`config.mk`:
```
export PLATFORM = sky130hd
export DESIGN_NAME = fwft_prefetch
export DESIGN_NICKNAME = d
export VERILOG_FILES = /design/src/rtl/fwft_prefetch.sv
export SDC_FILE = /design/constraint.sdc
export NUM_CORES = 1
export LEC_CHECK = 0
export CORE_UTILIZATION = 50
export CTS_CLUSTER_SIZE = 30
export DETAILED_ROUTE_END_ITERATION = 10
export GPL_TIMING_DRIVEN = 0
export HOLD_SLACK_MARGIN = 0.06
export PLACE_DENSITY = 0.78
export SLEW_MARGIN = 20
export SYNTH_ARGS = -nofsm -noshare
export SYNTH_HDL_FRONTEND = slang
export SYNTH_SLANG_ARGS = --single-unit
export TNS_END_PERCENT = 30
```
`constraint.sdc`:
```
create_clock -name clk -period 3.4 [get_ports clk]
set_input_delay 0.34 -clock clk [delete_from_list [all_inputs] [get_ports clk]]
set_output_delay 0.34 -clock clk [all_outputs]
set_load 0.02 [all_outputs]
```
`src/rtl/fwft_prefetch.sv`:
```
// First-word-fall-through adapter in front of a standard-mode FIFO.
// Prefetches up to two words (head + skid) so dout is valid before the consumer pops.
module fwft_prefetch #(
  parameter int DATA_WIDTH = 32
) (
  input  logic                  clk,
  input  logic                  rst,
  output logic                  fifo_rd,
  input  logic [DATA_WIDTH-1:0] fifo_rd_data,
  input  logic                  fifo_empty,
  input  logic                  rd,
  output logic [DATA_WIDTH-1:0] dout,
  output logic                  empty,
  output logic [1:0]            count
);

  logic [1:0]            cnt;
  logic                  empty_q;
  logic                  vld_p1;
  logic [DATA_WIDTH-1:0] head;
  logic [DATA_WIDTH-1:0] skid;
  logic                  pop;
  logic [2:0]            occ_next;

  // Issue only while the words already owned, minus this pop, leave a free slot.
  always_comb begin
    pop      = rd & ~empty_q;
    occ_next = {1'b0, cnt} + {2'b00, vld_p1} - {2'b00, pop};
    fifo_rd  = ~rst & ~fifo_empty & (occ_next <= 3'd1);
  end

  // Stage p1: upstream data arrives one cycle after fifo_rd.
  always_ff @(posedge clk) begin
    if (rst) begin
      cnt     <= 2'd0;
      empty_q <= 1'b1;
      vld_p1  <= 1'b0;
      head    <= '0;
    end else begin
      cnt     <= occ_next[1:0];
      empty_q <= (occ_next == 3'd0);
      vld_p1  <= fifo_rd;
      case (cnt)
        2'd0: begin
          if (vld_p1) head <= fifo_rd_data;
        end
        2'd1: begin
          if (vld_p1 && pop)       head <= fifo_rd_data;
          else if (vld_p1 && !pop) skid <= fifo_rd_data;
        end
        2'd2: begin
          if (pop) begin
            head <= skid;
            if (vld_p1) skid <= fifo_rd_data;
          end
        end
        default: ;
      endcase
    end
  end

  always_ff @(posedge clk) begin
    if (!rst) begin
      assert (!(vld_p1 && (cnt == 2'd2) && !pop));
      assert (cnt <= 2'd2);
      assert (!(fifo_rd && fifo_empty));
    end
  end

  assign dout  = head;
  assign empty = empty_q;
  assign count = cnt;

endmodule

```
==> flow_summary.yaml, run 1 <==
placed_design:
  preCtsSetupSlack_ps: 214.8
  port_buffers: 71
  hpwl_um: 4067
  gp_congestion: 0.7427
floorplan:
  die_w_um: 80.29
  fp.coreArea_mm2: 0.005921
  row_count: 28
  start_util_pct: 51.75
  die_area_mm2: 0.006446
  ios: 72
  die_y_um: 80.29
clock_network:
  ctsResizeCount: 0
  root_buffer: "clkbuf_8"
  postCtsSetupBuffers: 0
  path_clk_slew_ps: 70
  htreeDepth: 3
  postCtsHoldBufs: 0
  clock_latency_ps: 340
  cts_tree: "built"
  cts_sinks: 68
  cts.path.max_buffers: 2
  numCtsBuffers: 9
yosys:
  synth_edf_count: 32
  async_flop_share_pct: 0
  synth.area.top_cells: "edfxtp_1, dfxtp_1, a21oi_4"
  synth_top_area_share_pct: 31.36
  syn_inst: 203
  synth_area_per_cell_um2: 15.09
  synth_area_mm2: 0.003064
  synth_nets: 242
  synth_flop_cell: "dfxtp_1"
  synth_cell_types: 27
  synth_seq_area_share_pct: 54.88
  yosys_register_bits: 68
  ys_warn_count: 0
  synth_top_cell_by_area: "edfxtp_1"
drt:
  wl_per_cell_um: 16.20
  vias: 1904
  drt_wl_total_um: 5930
  drtIter0Drc: 87
  first_pass_iters: 4
  drt-vias-per-instance: 5.202
  detail-route-antenna-nets: 0
  drc: 0
global_routing:
  overflow: 0
  grt_max_degree: 18
  grtUsageTotal_pct: 20.70
  grt_pass1_wl_um: 9860
  antenna_found_initial: 0
  grt_pass1_vias: 1973
sta:
  fin_crit_sh_pct: 94.41
  clock.fmax_mhz: 311.5
  setup_slack_ps: 190.0
  maxSlewHeadroom_pct: 60.61
  whs_ps: 556.7
  slew_viol_final: 0
  worst_slew_pin_slew_ps: 589.4
  skew_ps: 6.029
  rsz0062_at_grt: "no"
  setup-violations-final: 0
  hold_violations: 0
  period_minus_slack_ps: 3210
critical_path:
  reg2reg_depth: 6
  slowest_stage: "clkdlybuf4s50_1"
  timing.rr.end: "skid[6]$_DFFE_PP_"
  cp-start-kind: "input port"
  cp_data_required_time_ps: 3060
  r2r_slack_ps: 1100
  cp-end-kind: "output port"
  timing.rr.start: "count[1]$_SDFF_PP0_"
  arrival_ps: 2870
  path_cells: "clkdlybuf4s50_1 > nand2b_4 > ha_1 > inv_1 > ha_1 > fa_1 > nand2b_1 > nor3_1 > clkdlybuf4s50_1"
  crit_start: "rd"
  worstPathMaxFanout: 5
  cpPeakStageDelay_ps: 630
  crit_type: "input port to output port"
min_path:
  min_path_cells: 2
  min_path_type: "flip-flop to flip-flop"
  min_from: "dout[23]$_SDFFE_PP0P_"
  holdPathEnd: "dout[23]$_SDFFE_PP0P_"
finish:
  final_nets: 325
  fillers: 440
  drive_above_1_share_pct: 22.68
  n_antenna_cell: 0
  syn_to_final_growth_pct: 35.20
  multiInputGateArea_mm2: 0.001240
  register_area_mm2: 0.001682
power:
  p_per_area_mw_per_mm2: 897.0
  p_leak_uw: 0.001441
  ir_worst_vdd_v: 0.0004948
flow_run:
  maxCapViolations: 0
outcome:
  status: "complete, no violations"
==> cells in the mapped netlist (2+ instances only) <==
master    count
ha_1          2
buf_2         6
inv_1         3
clkbuf_1      3
o31ai_1      32
clkbuf_4      3
nand2b_1      2
edfxtp_1     32
a21oi_1       3
buf_12        3
nor2b_1       2
a21oi_4      30
mux2i_1      32
dfxtp_1      36
nor3_1        2
==> where the power goes <==
part	leakage [µW]	switching, µW	internal [µW]	total, µW
sequential	0.000583	126	1050	1180
combinational	0.000743	943	806	1750
clock	0.000115	303	484	787
total	0.00144	1370	2340	3720
==> critical path: cells and delay by family <==
family	cells	cell delay, ps
buffers and inverters	3	1200
adder cells (fa/ha/maj)	3	910
AND/OR/NAND/NOR	3	430
==> stage by stage <==
stage	instances	power (µW)	instance area, µm²	util, %	TNS [ps]
finish	366	3716	4143	69.97	0
global route	366	3910	4143	69.97	0
CTS	366	3752	4143	69.97	0
detailed placement	350	2954	3904	65.93	0
global placement	349	2926	3869	65.34	-21720
floorplan	203	2395	3064	-	0
==> final cells by class <==
type | instances | share of cell area (%)
flip-flops and latches | 68 | 40.59
multi-input cells | 115 | 29.93
repair buffers | 72 | 17.82
plain buffers | 16 | 3.262
clock buffers | 9 | 2.990
clock inverters | 7 | 2.779
well taps | 75 | 2.265
inverters | 4 | 0.3624
==> placed cells by master, fill, tap and decap left out, types with 2 or more instances in the layout <==
| master | synthesis | final |
|---|---|---|
| a21oi_1 | 3 | 3 |
| clkbuf_1 | 3 | 3 |
| a21oi_4 | 30 | 30 |
| clkinvlp_4 | 0 | 2 |
| buf_12 | 3 | 3 |
| edfxtp_1 | 32 | 32 |
| buf_2 | 6 | 6 |
| o31ai_1 | 32 | 32 |
| clkdlybuf4s50_1 | 0 | 71 |
| dfxtp_1 | 36 | 36 |
| nor3_1 | 2 | 2 |
| bufinv_16 | 0 | 3 |
| inv_1 | 3 | 3 |
| clkbuf_8 | 0 | 9 |
| clkbuf_4 | 3 | 3 |
| nor2b_1 | 2 | 2 |
| nand2b_1 | 2 | 2 |
| clkinv_2 | 0 | 2 |
| ha_1 | 2 | 2 |
| mux2i_1 | 32 | 32 |
| nor2_4 | 1 | 2 |
==> worst max path at each step <==
stage                   endpoint  slack [ps]  cells past startpoint
6_report                 fifo_rd         190                      9
5_1_grt                  fifo_rd          40                      9
4_1_cts                  fifo_rd         180                      9
3_5_place_dp             fifo_rd         210                      9
3_3_place_gp   skid[9]$_DFFE_PP_        -680                      6
2_1_floorplan  skid[0]$_DFFE_PP_         410                      5
==> cells by family (layout without fill, tap and decap cells) <==
logic type | Yosys count | after routing | synth area share [%]
compound gates | 68 | 68 | 25.19
xor+xnor | 1 | 1 | 0.2859
fa+ha+maj | 3 | 3 | 1.470
buf+inv | 20 | 108 | 4.900
flops | 68 | 68 | 54.88
mux | 32 | 32 | 10.45
simple gates | 11 | 11 | 2.817
==> metal layers <==
metal  track usage (%)  share of wire, %
met1             28.40                46
met3             5.568               4.2
met5                 0                 0
met4             7.143               1.1
met2             31.37                48
==> registers in the layout, indices dropped and copies added, names as in the netlist <==
name / flops
skid: 32
dout: 32
count: 2
vld_p1: 1
empty: 1
Power figures use the tool's default switching activity.
==> run 2, diff against run 1 <==
--- a/config.mk
+++ b/config.mk
@@ -7,2 +7,4 @@
 export LEC_CHECK = 0
+export CAP_MARGIN = 20
+export CORE_MARGIN = 2
 export CORE_UTILIZATION = 50
--- a/constraint.sdc
+++ b/constraint.sdc
@@ -3,2 +3,2 @@
 set_output_delay 0.34 -clock clk [all_outputs]
-set_load 0.02 [all_outputs]
+set_load 0.05 [all_outputs]
==> run 2 against run 1 <==
Final cell count is the same. Clock power is 31% lower. First-iteration DRC count up 41%. Hold slack barely moved. Non-clock buffer count did not move. Clock-buffer cell count grew 6. Die area is 5.0% higher. Sequential share of layout area is 0.85 points higher. Sequential power about the same. Critical endpoint unchanged. Highest routed layer unchanged.
==> flow_summary.yaml, run 2 (synthesis results as in run 1) <==
outcome:
  status: "complete, no violations"
power:
  p_sw_share_pct: 45.24
  combPwrFrac_pct: 55.4
  clockPowerShare_pct: 14.1
  p_leak_uw: 0.001418
  ir_worst_vdd_v: 0.0006361
  p_int_uw: 2122
  p_per_area_mw_per_mm2: 954.9
  power_switching_uw: 1753
  sequentialPowerShare_pct: 30.5
critical_path:
  reg2reg_depth: 6
  cp-end-kind: "output port"
  timing.rr.start: "count[1]$_SDFF_PP0_"
  cp-endpoint: "fifo_rd"
  crit_type: "input port to output port"
  worstPathMaxFanout: 5
  crit_start: "rd"
  timing.rr.end: "skid[24]$_DFFE_PP_"
  r2r_slack_ps: 1180
  path_cells: "clkdlybuf4s50_1 > nand2b_4 > ha_1 > inv_1 > ha_1 > fa_1 > nand2b_1 > nor3_1 > dlymetal6s2s_1"
  worst_path_most_repeated_cell: "ha_1"
  cp_data_required_time_ps: 3060
  cpPeakStageDelay_ps: 500
  cp-start-kind: "input port"
  slowest_stage: "clkdlybuf4s50_1"
  arrival_ps: 2630
drt:
  detail-route-antenna-nets: 0
  wl_per_cell_um: 16.76
  drc: 0
  vias: 1934
  drt_wl_total_um: 6133
  first_pass_iters: 4
  drtIter0Drc: 123
  drt-vias-per-instance: 5.284
clock_network:
  postCtsHoldBufs: 0
  postCtsSetupBuffers: 0
  cts.path.max_buffers: 2
  numCtsBuffers: 9
  cts_sinks: 68
  cts_tree: "built"
  clock_latency_ps: 330
  root_buffer: "clkbuf_8"
  htreeDepth: 3
  path_clk_slew_ps: 60
placed_design:
  hpwl_um: 4192
  gp_congestion: 0.7364
  placed_cells: 350
  port_buffers: 71
  post_dp_cell_area_mm2: 0.003904
sta:
  period_minus_slack_ps: 2973
  fin_crit_sh_pct: 87.45
  maxSlewHeadroom_pct: 64.95
  slew_viol_final: 0
  clock.fmax_mhz: 336.3
  skew_ps: 12.14
  worst_slew_pin_slew_ps: 524.1
  setup-violations-final: 0
  hold_violations: 0
  rsz0062_at_grt: "no"
global_routing:
  antenna_found_initial: 0
  grtUsageTotal_pct: 18.95
  overflow: 0
  grt_pass1_vias: 1899
  grt_pass1_wl_um: 9515
  grt_max_degree: 21
finish:
  post-route-util_pct: 68.53
  syn_to_final_growth_pct: 32.42
  mostFrequentLayoutCells: "clkdlybuf4s50_1, dfxtp_1, mux2i_1, o31ai_1, edfxtp_1"
  n_antenna_cell: 0
  final_common_cell: "clkdlybuf4s50_1"
  finalNonFillerCells: 366
  final_nets: 325
  stdcell_area_mm2: 0.004058
  drive_above_1_share_pct: 20.62
min_path:
  min_path_type: "flip-flop to flip-flop"
  min_from: "dout[23]$_SDFFE_PP0P_"
floorplan:
  die_area_mm2: 0.006771
  row_count: 28
  die_w_um: 82.29
  ios: 72
  start_util_pct: 51.75
  die_y_um: 82.29
  fp.coreArea_mm2: 0.005921
flow_run:
  maxCapViolations: 0
## run 2: cell count changes in the layout (fill, tap and decap cells not counted), sizes merged
cell,delta
clkinv,-1
clkbuf,+6
clkinvlp,-2
bufinv,-3
dlymetal6s2s,+1
clkdlybuf4s50,-1
## run 2: how the worst min path moves through the flow
stage                                        to  cells past startpoint  slack (ps)
after detailed placement  dout[24]$_SDFFE_PP0P_                      2         530
after CTS                 dout[23]$_SDFFE_PP0P_                      2         570
final                     dout[23]$_SDFFE_PP0P_                      2         560
after global routing      dout[30]$_SDFFE_PP0P_                      2         590
after floorplan             count[0]$_SDFF_PP0_                      1         410
after global placement    dout[23]$_SDFFE_PP0P_                      2         520
## run 2: final cells by class
cell class | instances | area (µm²)
tap | 75 | 93.84
multi-input combinational | 115 | 1240
timing repair buffer | 72 | 740.7
fill | 450 | 1863
clock buffer | 15 | 146.4
sequential | 68 | 1682
inverter | 4 | 15.01
buffer | 16 | 135.1
clock inverter | 1 | 5.005
## run 2: worst max-delay path, delay by kind of cell
family / cells / cell delay, ps
adder cells (fa/ha/maj): 3 / 900
AND/OR/NAND/NOR: 3 / 410
buffers and inverters: 3 / 980
## run 2: power groups by stage
stage | Sequential, µW | Combinational (µW) | Clock, µW
2_1_floorplan | 1770 | 1020 | 0
3_3_place_gp | 1190 | 2130 | 0
3_5_place_dp | 1200 | 2160 | 0
4_1_cts | 1190 | 2170 | 551
5_1_grt | 1200 | 2260 | 589
6_report | 1180 | 2150 | 544
## run 2: layer usage
metal | global-route usage [%] | vias to the layer above | wire, µm
met3 | 5.761 | 7 | 332
met2 | 29.52 | 57 | 2889
li1 | - | 942 | -
met4 | 5.167 | 0 | 59
met5 | 0 | - | 0
met1 | 25.67 | 928 | 2852
## run 2: stage by stage
stage	setup WS [ps]	TNS [ps]	power, µW	hold slack (ps)
detailed placement	46.89	0	3355	533.9
floorplan	141.9	0	2793	411.6
finish	426.5	0	3875	556.6
global placement	-744.4	-23780	3327	516.1
global route	303.5	0	4054	590.5
CTS	20.91	0	3906	567.7
## run 2: timing repair
item	CTS	global route
setup endpoints to repair	0	1
resized for setup	0	1
hold endpoints to repair	0	0
